File: src/rtl/regfile_scoreboard.sv
// Register file with two bypassed combinational read ports, an ALU (A) and a
// load (B) write port, an optional hardwired zero register and a pending-load scoreboard.
module regfile_scoreboard #(
    parameter int WIDTH    = 32,
    parameter int DEPTH    = 16,
    parameter int AW       = $clog2(DEPTH),
    parameter bit ZERO_REG = 1'b0
) (
    input  logic             CLK,
    input  logic             RESET,
    input  logic [AW-1:0]    Raddr1,
    input  logic [AW-1:0]    Raddr2,
    output logic [WIDTH-1:0] Read1,
    output logic [WIDTH-1:0] Read2,
    output logic             Busy1,
    output logic             Busy2,
    input  logic [AW-1:0]    WaddrA,
    input  logic [WIDTH-1:0] WdataA,
    input  logic             RegWrA,
    input  logic [AW-1:0]    WaddrB,
    input  logic [WIDTH-1:0] WdataB,
    input  logic             RegWrB,
    input  logic             Reserve,
    input  logic [AW-1:0]    ResAddr
);

    logic [WIDTH-1:0] regs_r [DEPTH];
    logic [DEPTH-1:0] pending_r;
    logic             wr_a_s;
    logic             wr_b_s;
    logic             res_s;

    function automatic logic is_zero_reg(input logic [AW-1:0] addr);
        return ZERO_REG && (addr == {AW{1'b0}});
    endfunction

    function automatic logic [WIDTH-1:0] read_mux(
        input logic [AW-1:0]    ra,
        input logic [WIDTH-1:0] stored,
        input logic             wr_a,
        input logic [AW-1:0]    waddr_a,
        input logic [WIDTH-1:0] wdata_a,
        input logic             wr_b,
        input logic [AW-1:0]    waddr_b,
        input logic [WIDTH-1:0] wdata_b
    );
        logic [WIDTH-1:0] rd;
        if (is_zero_reg(ra)) begin
            rd = {WIDTH{1'b0}};
        end else if (wr_a && (waddr_a == ra)) begin
            rd = wdata_a;
        end else if (wr_b && (waddr_b == ra)) begin
            rd = wdata_b;
        end else begin
            rd = stored;
        end
        return rd;
    endfunction

    // A load being written back this cycle is already available through the bypass
    function automatic logic busy_mux(
        input logic [AW-1:0] ra,
        input logic          pend,
        input logic          wr_b,
        input logic [AW-1:0] waddr_b
    );
        logic bsy;
        if (is_zero_reg(ra)) begin
            bsy = 1'b0;
        end else if (wr_b && (waddr_b == ra)) begin
            bsy = 1'b0;
        end else begin
            bsy = pend;
        end
        return bsy;
    endfunction

    // Qualify write and reservation requests against the hardwired zero register
    always_comb begin
        wr_a_s = RegWrA  & ~is_zero_reg(WaddrA);
        wr_b_s = RegWrB  & ~is_zero_reg(WaddrB);
        res_s  = Reserve & ~is_zero_reg(ResAddr);
    end

    // Register array update; port A wins a same-address collision
    always_ff @(posedge CLK or negedge RESET) begin
        if (!RESET) begin
            for (int i = 0; i < DEPTH; i++) begin
                regs_r[i] <= {WIDTH{1'b0}};
            end
        end else begin
            if (wr_b_s && !(wr_a_s && (WaddrA == WaddrB))) begin
                regs_r[WaddrB] <= WdataB;
            end
            if (wr_a_s) begin
                regs_r[WaddrA] <= WdataA;
            end
        end
    end

    // Scoreboard: a new reservation overrides a same-cycle load completion
    always_ff @(posedge CLK or negedge RESET) begin
        if (!RESET) begin
            pending_r <= {DEPTH{1'b0}};
        end else begin
            if (wr_b_s) begin
                pending_r[WaddrB] <= 1'b0;
            end
            if (res_s) begin
                pending_r[ResAddr] <= 1'b1;
            end
        end
    end

    // Read ports with bypass; held at zero while reset is asserted
    always_comb begin
        Read1 = {WIDTH{1'b0}};
        Read2 = {WIDTH{1'b0}};
        Busy1 = 1'b0;
        Busy2 = 1'b0;
        if (RESET) begin
            Read1 = read_mux(Raddr1, regs_r[Raddr1], RegWrA, WaddrA, WdataA,
                             RegWrB, WaddrB, WdataB);
            Read2 = read_mux(Raddr2, regs_r[Raddr2], RegWrA, WaddrA, WdataA,
                             RegWrB, WaddrB, WdataB);
            Busy1 = busy_mux(Raddr1, pending_r[Raddr1], RegWrB, WaddrB);
            Busy2 = busy_mux(Raddr2, pending_r[Raddr2], RegWrB, WaddrB);
        end else begin
            Read1 = {WIDTH{1'b0}};
            Read2 = {WIDTH{1'b0}};
            Busy1 = 1'b0;
            Busy2 = 1'b0;
        end
    end

endmodule

File: config.mk
export PLATFORM = sky130hd
export DESIGN_NAME = regfile_scoreboard
export DESIGN_NICKNAME = d
export VERILOG_FILES = /design/src/rtl/regfile_scoreboard.sv
export SDC_FILE = /design/constraint.sdc
export NUM_CORES = 2
export LEC_CHECK = 0
export BUFFER_PORTS_ARGS = -buffer_cell sky130_fd_sc_hd__buf_2
export CAP_MARGIN = 40
export CORE_MARGIN = 5
export CORE_UTILIZATION = 55
export DETAILED_ROUTE_END_ITERATION = 6
export PLACE_DENSITY = 0.72
export SLEW_MARGIN = 10
export SYNTH_ARGS = -nofsm -noshare
export SYNTH_HDL_FRONTEND = slang
export SYNTH_SLANG_ARGS = --single-unit
File: constraint.sdc
create_clock -name CLK -period 2.7 [get_ports CLK]
set_input_delay 0.27 -clock CLK [delete_from_list [all_inputs] [get_ports CLK]]
set_output_delay 0.27 -clock CLK [all_outputs]
set_load 0.03 [all_outputs]
Word-level counts from Yosys, hierarchy flattened
Cells that the tools add are included.
{"block": "word_totals", "register_bits": 528, "latchBits": 0, "ramBits": 0, "romBits": 0, "in_bits": 89, "out_inout_bits": 66, "wordCells": 86, "memories": 0}
{"block": "classes", "n_addsub": 0, "multipliers": 0, "div": 0, "magnitude_cmp": 12, "eq_ne": 5, "shift": 0, "mux": 34, "bitwise_logic": 7, "n_reduce_logical": 11}
{"op": "bitwise mux 512 bit", "count": 2}
{"op": "two-way mux 512 bit", "count": 2}
{"op": "two-way mux 32 bit", "count": 12}
{"op": "binary-select mux 32 bit (select 4 bit)", "count": 2}
{"op": "demux 32 bit (select 4 bit)", "count": 2}
{"op": "two-way mux 16 bit", "count": 2}
{"op": "== test 4 bit", "count": 5}
{"op": "greater-or-equal comparator 5 bit (second input constant)", "count": 4}
{"op": "< comparator 4 x 5 -> 1 bit (second input constant)", "count": 4}
{"op": "inverter 4 -> 5 bit", "count": 4}
{"op": "AND 16 bit", "count": 1}
{"op": "inverter 16 bit", "count": 1}
{"op": "OR 16 bit", "count": 1}
{"op": "logical AND 1 bit", "count": 10}
{"op": "< comparator 5 x 1 -> 1 bit (second input constant)", "count": 2}
{"op": "binary-select mux 1 bit (select 4 bit)", "count": 2}
{"op": "demux 1 bit (select 4 bit)", "count": 2}
{"op": "greater-or-equal comparator 4 x 1 -> 1 bit (second input constant)", "count": 2}
{"op": "two-way mux 1 bit", "count": 8}
{"op": "zero test 1 bit", "count": 1}

Logic depth before layout (Yosys ltp)
{"block": "logic_depth", "ltp_word": 9, "mapped_depth": 9, "mapped_depth_nobuf": 5}

Worst setup path before layout
No wires, ideal clock.
{"block": "synth_timing", "path_type": "input-to-output", "startpoint": "input WaddrA[2]", "endpoint": "output Read1[7]", "arrival_time_ns": 2.208, "t_required_ns": 2.430, "slack_ns": 0.222, "stages": 8, "path_buffers": 3, "cell_sequence": "buf_2 > xor2_1 > nor3_2 > nand3_1 > and2_0 > buf_2 > buf_4 > a221oi_1"}
{"block": "synth_via", "elab_chain_len": 4}
{"item": "start, declared", "line": "17", "text": "input logic [AW-1:0] WaddrA,"}
{"item": "== test 4 bit", "line": "50", "text": "end else if (wr_a && (waddr_a == ra)) begin"}
{"item": "logical AND 1 bit", "line": "50"}
{"item": "two-way mux 32 bit", "line": "50"}
{"item": "two-way mux 32 bit", "line": "121", "text": "if (RESET) begin"}
{"item": "end, declared", "line": "13", "text": "output logic [WIDTH-1:0] Read1,"}
Every way passes these cells.

Worst setup path after layout
{"block": "layout_timing", "startpoint": "register regs_r[357] (netlist name)", "endpoint": "output Read2[5]"}
{"block": "layout_via", "elab_chain_len": 6}
{"item": "start, declared", "line": "27", "text": "logic [WIDTH-1:0] regs_r [DEPTH];"}
{"item": "start signal, assigned by index", "line": "89", "text": "regs_r[i] <= {WIDTH{1'b0}};"}
{"item": "start signal, assigned by index", "line": "93", "text": "regs_r[WaddrB] <= WdataB;"}
{"item": "start signal, assigned by index", "line": "96", "text": "regs_r[WaddrA] <= WdataA;"}
{"item": "binary-select mux 32 bit (select 4 bit)", "line": "124", "text": "Read2 = read_mux(Raddr2, regs_r[Raddr2], RegWrA, WaddrA, WdataA,"}
{"item": "two-way mux 32 bit (not written as such) (2 in a row)", "line": "124"}
{"item": "two-way mux 32 bit", "line": "52", "text": "end else if (wr_b && (waddr_b == ra)) begin"}
{"item": "two-way mux 32 bit", "line": "50"}
{"item": "two-way mux 32 bit", "line": "121"}
{"item": "end, declared", "line": "14", "text": "output logic [WIDTH-1:0] Read2,"}
Every way passes these cells. The select of a mux whose other input is x is not followed.

==> metrics.cfg <==
[placed_design]
io_buffers = 154
detailed_place_hpwl_um = 81800
dp_slack_ps = 4.62
placed_area_um2 = 37000
dp.cells = 4824
gp_congestion = 0.899

[worst_setup_path]
cp_slowest_stage_delay_ps = 460
crit_arrival_ps = 2400
critPathCapture = Read2[5]
slowest_stage = mux4_2
ff2ff_path_depth = 3
crit_type = reg2out
cp.depth = 5
cp-start-kind = register
crit_buf_inv = 1
r2r-start = pending_r[2]$_DFF_PN0_
worstSetupStartpoint = regs_r[357]$_DFF_PN0_
crit_path_end_kind = primary output
cp_max_fo = 3
path_cells = mux4_2 > mux2_2 > a211oi_1 > a221oi_1 > buf_2
crit_family = multiplexers
worst_ep_required_time_ps = 2430
r2r_end = pending_r[2]$_DFF_PN0_
reg2reg_slack_ps = 1490

[sta]
setup_ws_ps = 27.1
maxSlewViolCount = 0
hold_slack_ps = 51.8
worstMarginPinSlew_ps = 875
clock_skew_ps = 0
finalCriticalPeriod_ps = 2670
finalHoldViolCount = 0
slew_headroom = 0.417
setup_viol = 0
fmax_ghz = 0.374
fin_crit_sh = 0.990

[synth]
ys_top_cells_by_count = 1229 x nand2_1, 534 x nor2_1, 528 x dfrtp_1
syn-cell-area_um2 = 34900
synth_top_area_frac = 0.378
synth_compound_area_frac = 0.172
syn_nets = 4218
ys_dominant_reg_cell = dfrtp_1
ys_top_cells_by_area = dfrtp_1 38%, nand2_1 13%, mux4_2 13%, a31oi_1 9.2%, nor2_1 5.7%
synth_top_family_by_area = simple AND/OR/NAND/NOR gates
ys_ff_latch = 528
postSynthAreaPerCell_um2 = 8.46
synth_edf_count = 0
synth-xor-area-share = 0.00501
ys_warn_count = 0
yosysTopAreaCell = dfrtp_1
yosysMostFrequentCell = nand2_1
synth-simple-area-share = 0.205
async_flop_share = 1.00
netlist_instances = 4129
ys_types = 55
synthMuxAreaShare = 0.168
synth_fa_ha_area_frac = 0
yosysSeqAreaShare = 0.378

[global_route]
grtUsageTotal = 0.404
grt_antenna_before_repair = 11
grt_pass1_wl_um = 210000
grt_overflow = 0
grt_pass1_vias = 33100
grt_max_degree = 69

[status]
status = complete, but fails checks
violations = DRC

[drt]
postRouteAntennaNets = 0
drc_errors = 10
vias_per_cell = 7.02
routedWlPerCell_um = 28.4
wirelength_um = 141000
dr.pass1.iters = 7
num_vias = 34700
drt_iter0_drc = 6013

[floorplan]
pin_count = 155
start_util = 0.555
rows = 92
die_w_um = 262
coreArea_um2 = 63000
die_y_um = 262
die_area_um2 = 68700

[final_layout]
nets = 4133
drive_gt1_frac = 0.185
final_area_um2 = 39000
area_growth_pct = 11.6
nFillCells = 5196
regArea_um2 = 13200
multi_input_area_um2 = 19500
fin_cells = 4942

[clock_network]
cts_made_buffers = 56
htree_levels = 2
clk_latency_ps = 640
clk_path_buf_depth = 3
clk_pin_slew_worst_paths_ps = 60
cts_tree = yes
clock_sinks = 528
cts-root-buf = clkbuf_16

[power_and_ir_drop]
power.density_nw_per_um2 = 695
p_sw_w = 0.00909
ir_drop_mv = 0.451
p_sw_frac = 0.336
power_frac_comb = 0.279
intPower_w = 0.0180
cellLeakagePower_nw = 16.9
power_frac_clock = 0.291
p_seq_frac = 0.430
power_w = 0.0271

[run]
drv_cap = 0

[worst_hold_path]
hp-class = in2reg

kinds of logic (layout without fill, tap and decap cells):
kind of cell	count (synthesis)	after routing
simple gates	1854	1854
xor+xnor	20	20
mux	331	331
buf+inv	518	476
other cells	0	9
compound gates	878	878
flops	528	528
registers in the layout, summed over array words and instances, names as in the netlist:
name,flops
regs_r,512
pending_r,16
per-stage QoR:
| stage | TNS, ps | utilization |
|---|---|---|
| finish | 0 | 0.619 |
| global route | -0.122 | 0.619 |
| CTS | 0 | 0.618 |
| detailed placement | 0 | 0.587 |
| global placement | -35.2 | 0.586 |
| floorplan | 0 | - |
metal layers:
layer / part of all wire / track usage / vias up / wire length [µm]
li1: - / - / 14300 / -
met1: 0.35 / 0.543 / 16500 / 49700
met2: 0.42 / 0.583 / 3258 / 59400
met3: 0.16 / 0.132 / 674 / 22100
met4: 0.067 / 0.220 / 4 / 9390
met5: 0.00015 / 0 / - / 21
final cells by class:
type                       instances  share of cell area
antenna                            9            0.000578
clock buffer                      92              0.0435
clock inverter                     9             0.00331
inverter                          35             0.00337
multi-input combinational       3083               0.501
sequential                       528               0.339
tap                              846              0.0271
timing repair buffer             340              0.0821
power groups by stage:
stage	Clock (W)	Combinational, W	Sequential (W)
global route	0.00819	0.00817	0.0118
floorplan	0	0.00558	0.0111
detailed placement	0	0.00737	0.0116
finish	0.00789	0.00756	0.0116
global placement	0	0.00715	0.0115
CTS	0.00790	0.00740	0.0115
tightest hold or removal path: cells and delay by family:
kind                   cells  cell delay, ps
AO/OA/AOI/OAI              1              80
AND/OR/NAND/NOR            1              90
buffers and inverters      1             210
timing repair:
| item | CTS | global route |
|---|---|---|
| resized for setup | 2 | 11 |
| pin swaps | 0 | 1 |
| hold endpoints to repair | 135 | 0 |
| hold buffers | 8 | 0 |
| setup endpoints to repair | 2 | 12 |
| setup buffers | 0 | 0 |
worst min path at each step:
stage               startpoint                 endpoint  slack (ps)  depth (start not counted)
floorplan                RESET   pending_r[0]$_DFF_PN0_         -30                          0
global placement         RESET  pending_r[14]$_DFF_PN0_         230                          1
detailed placement       RESET  pending_r[14]$_DFF_PN0_         220                          1
CTS                 WdataB[22]    regs_r[214]$_DFF_PN0_          20                          3
global route        WdataB[23]    regs_r[503]$_DFF_PN0_          50                          3
finish              WdataB[22]    regs_r[182]$_DFF_PN0_          50                          3
placed cells by master, fill, tap and decap left out, types with 8 or more instances in the layout:
master	netlist	layout
a221oi_2	55	52
nor2_1	534	534
mux2i_1	115	115
buf_4	57	104
o2bb2ai_1	10	10
nor3_1	29	29
xor2_1	15	15
a21oi_1	57	55
a211oi_1	36	30
nand3_1	27	21
o21ai_0	123	123
clkbuf_16	0	56
dfrtp_1	528	528
a21oi_4	1	16
clkbuf_8	0	20
nand2_1	1229	1217
dlygate4sd3_1	0	8
clkbuf_1	225	20
diode_2	0	9
a21o_2	7	15
a221oi_1	44	43
mux2_2	14	14
inv_1	33	33
buf_12	1	77
nand2_2	0	12
buf_2	140	146
a31oi_1	512	512
mux4_2	202	202
Note: power is estimated with default switching activity, not from simulation.
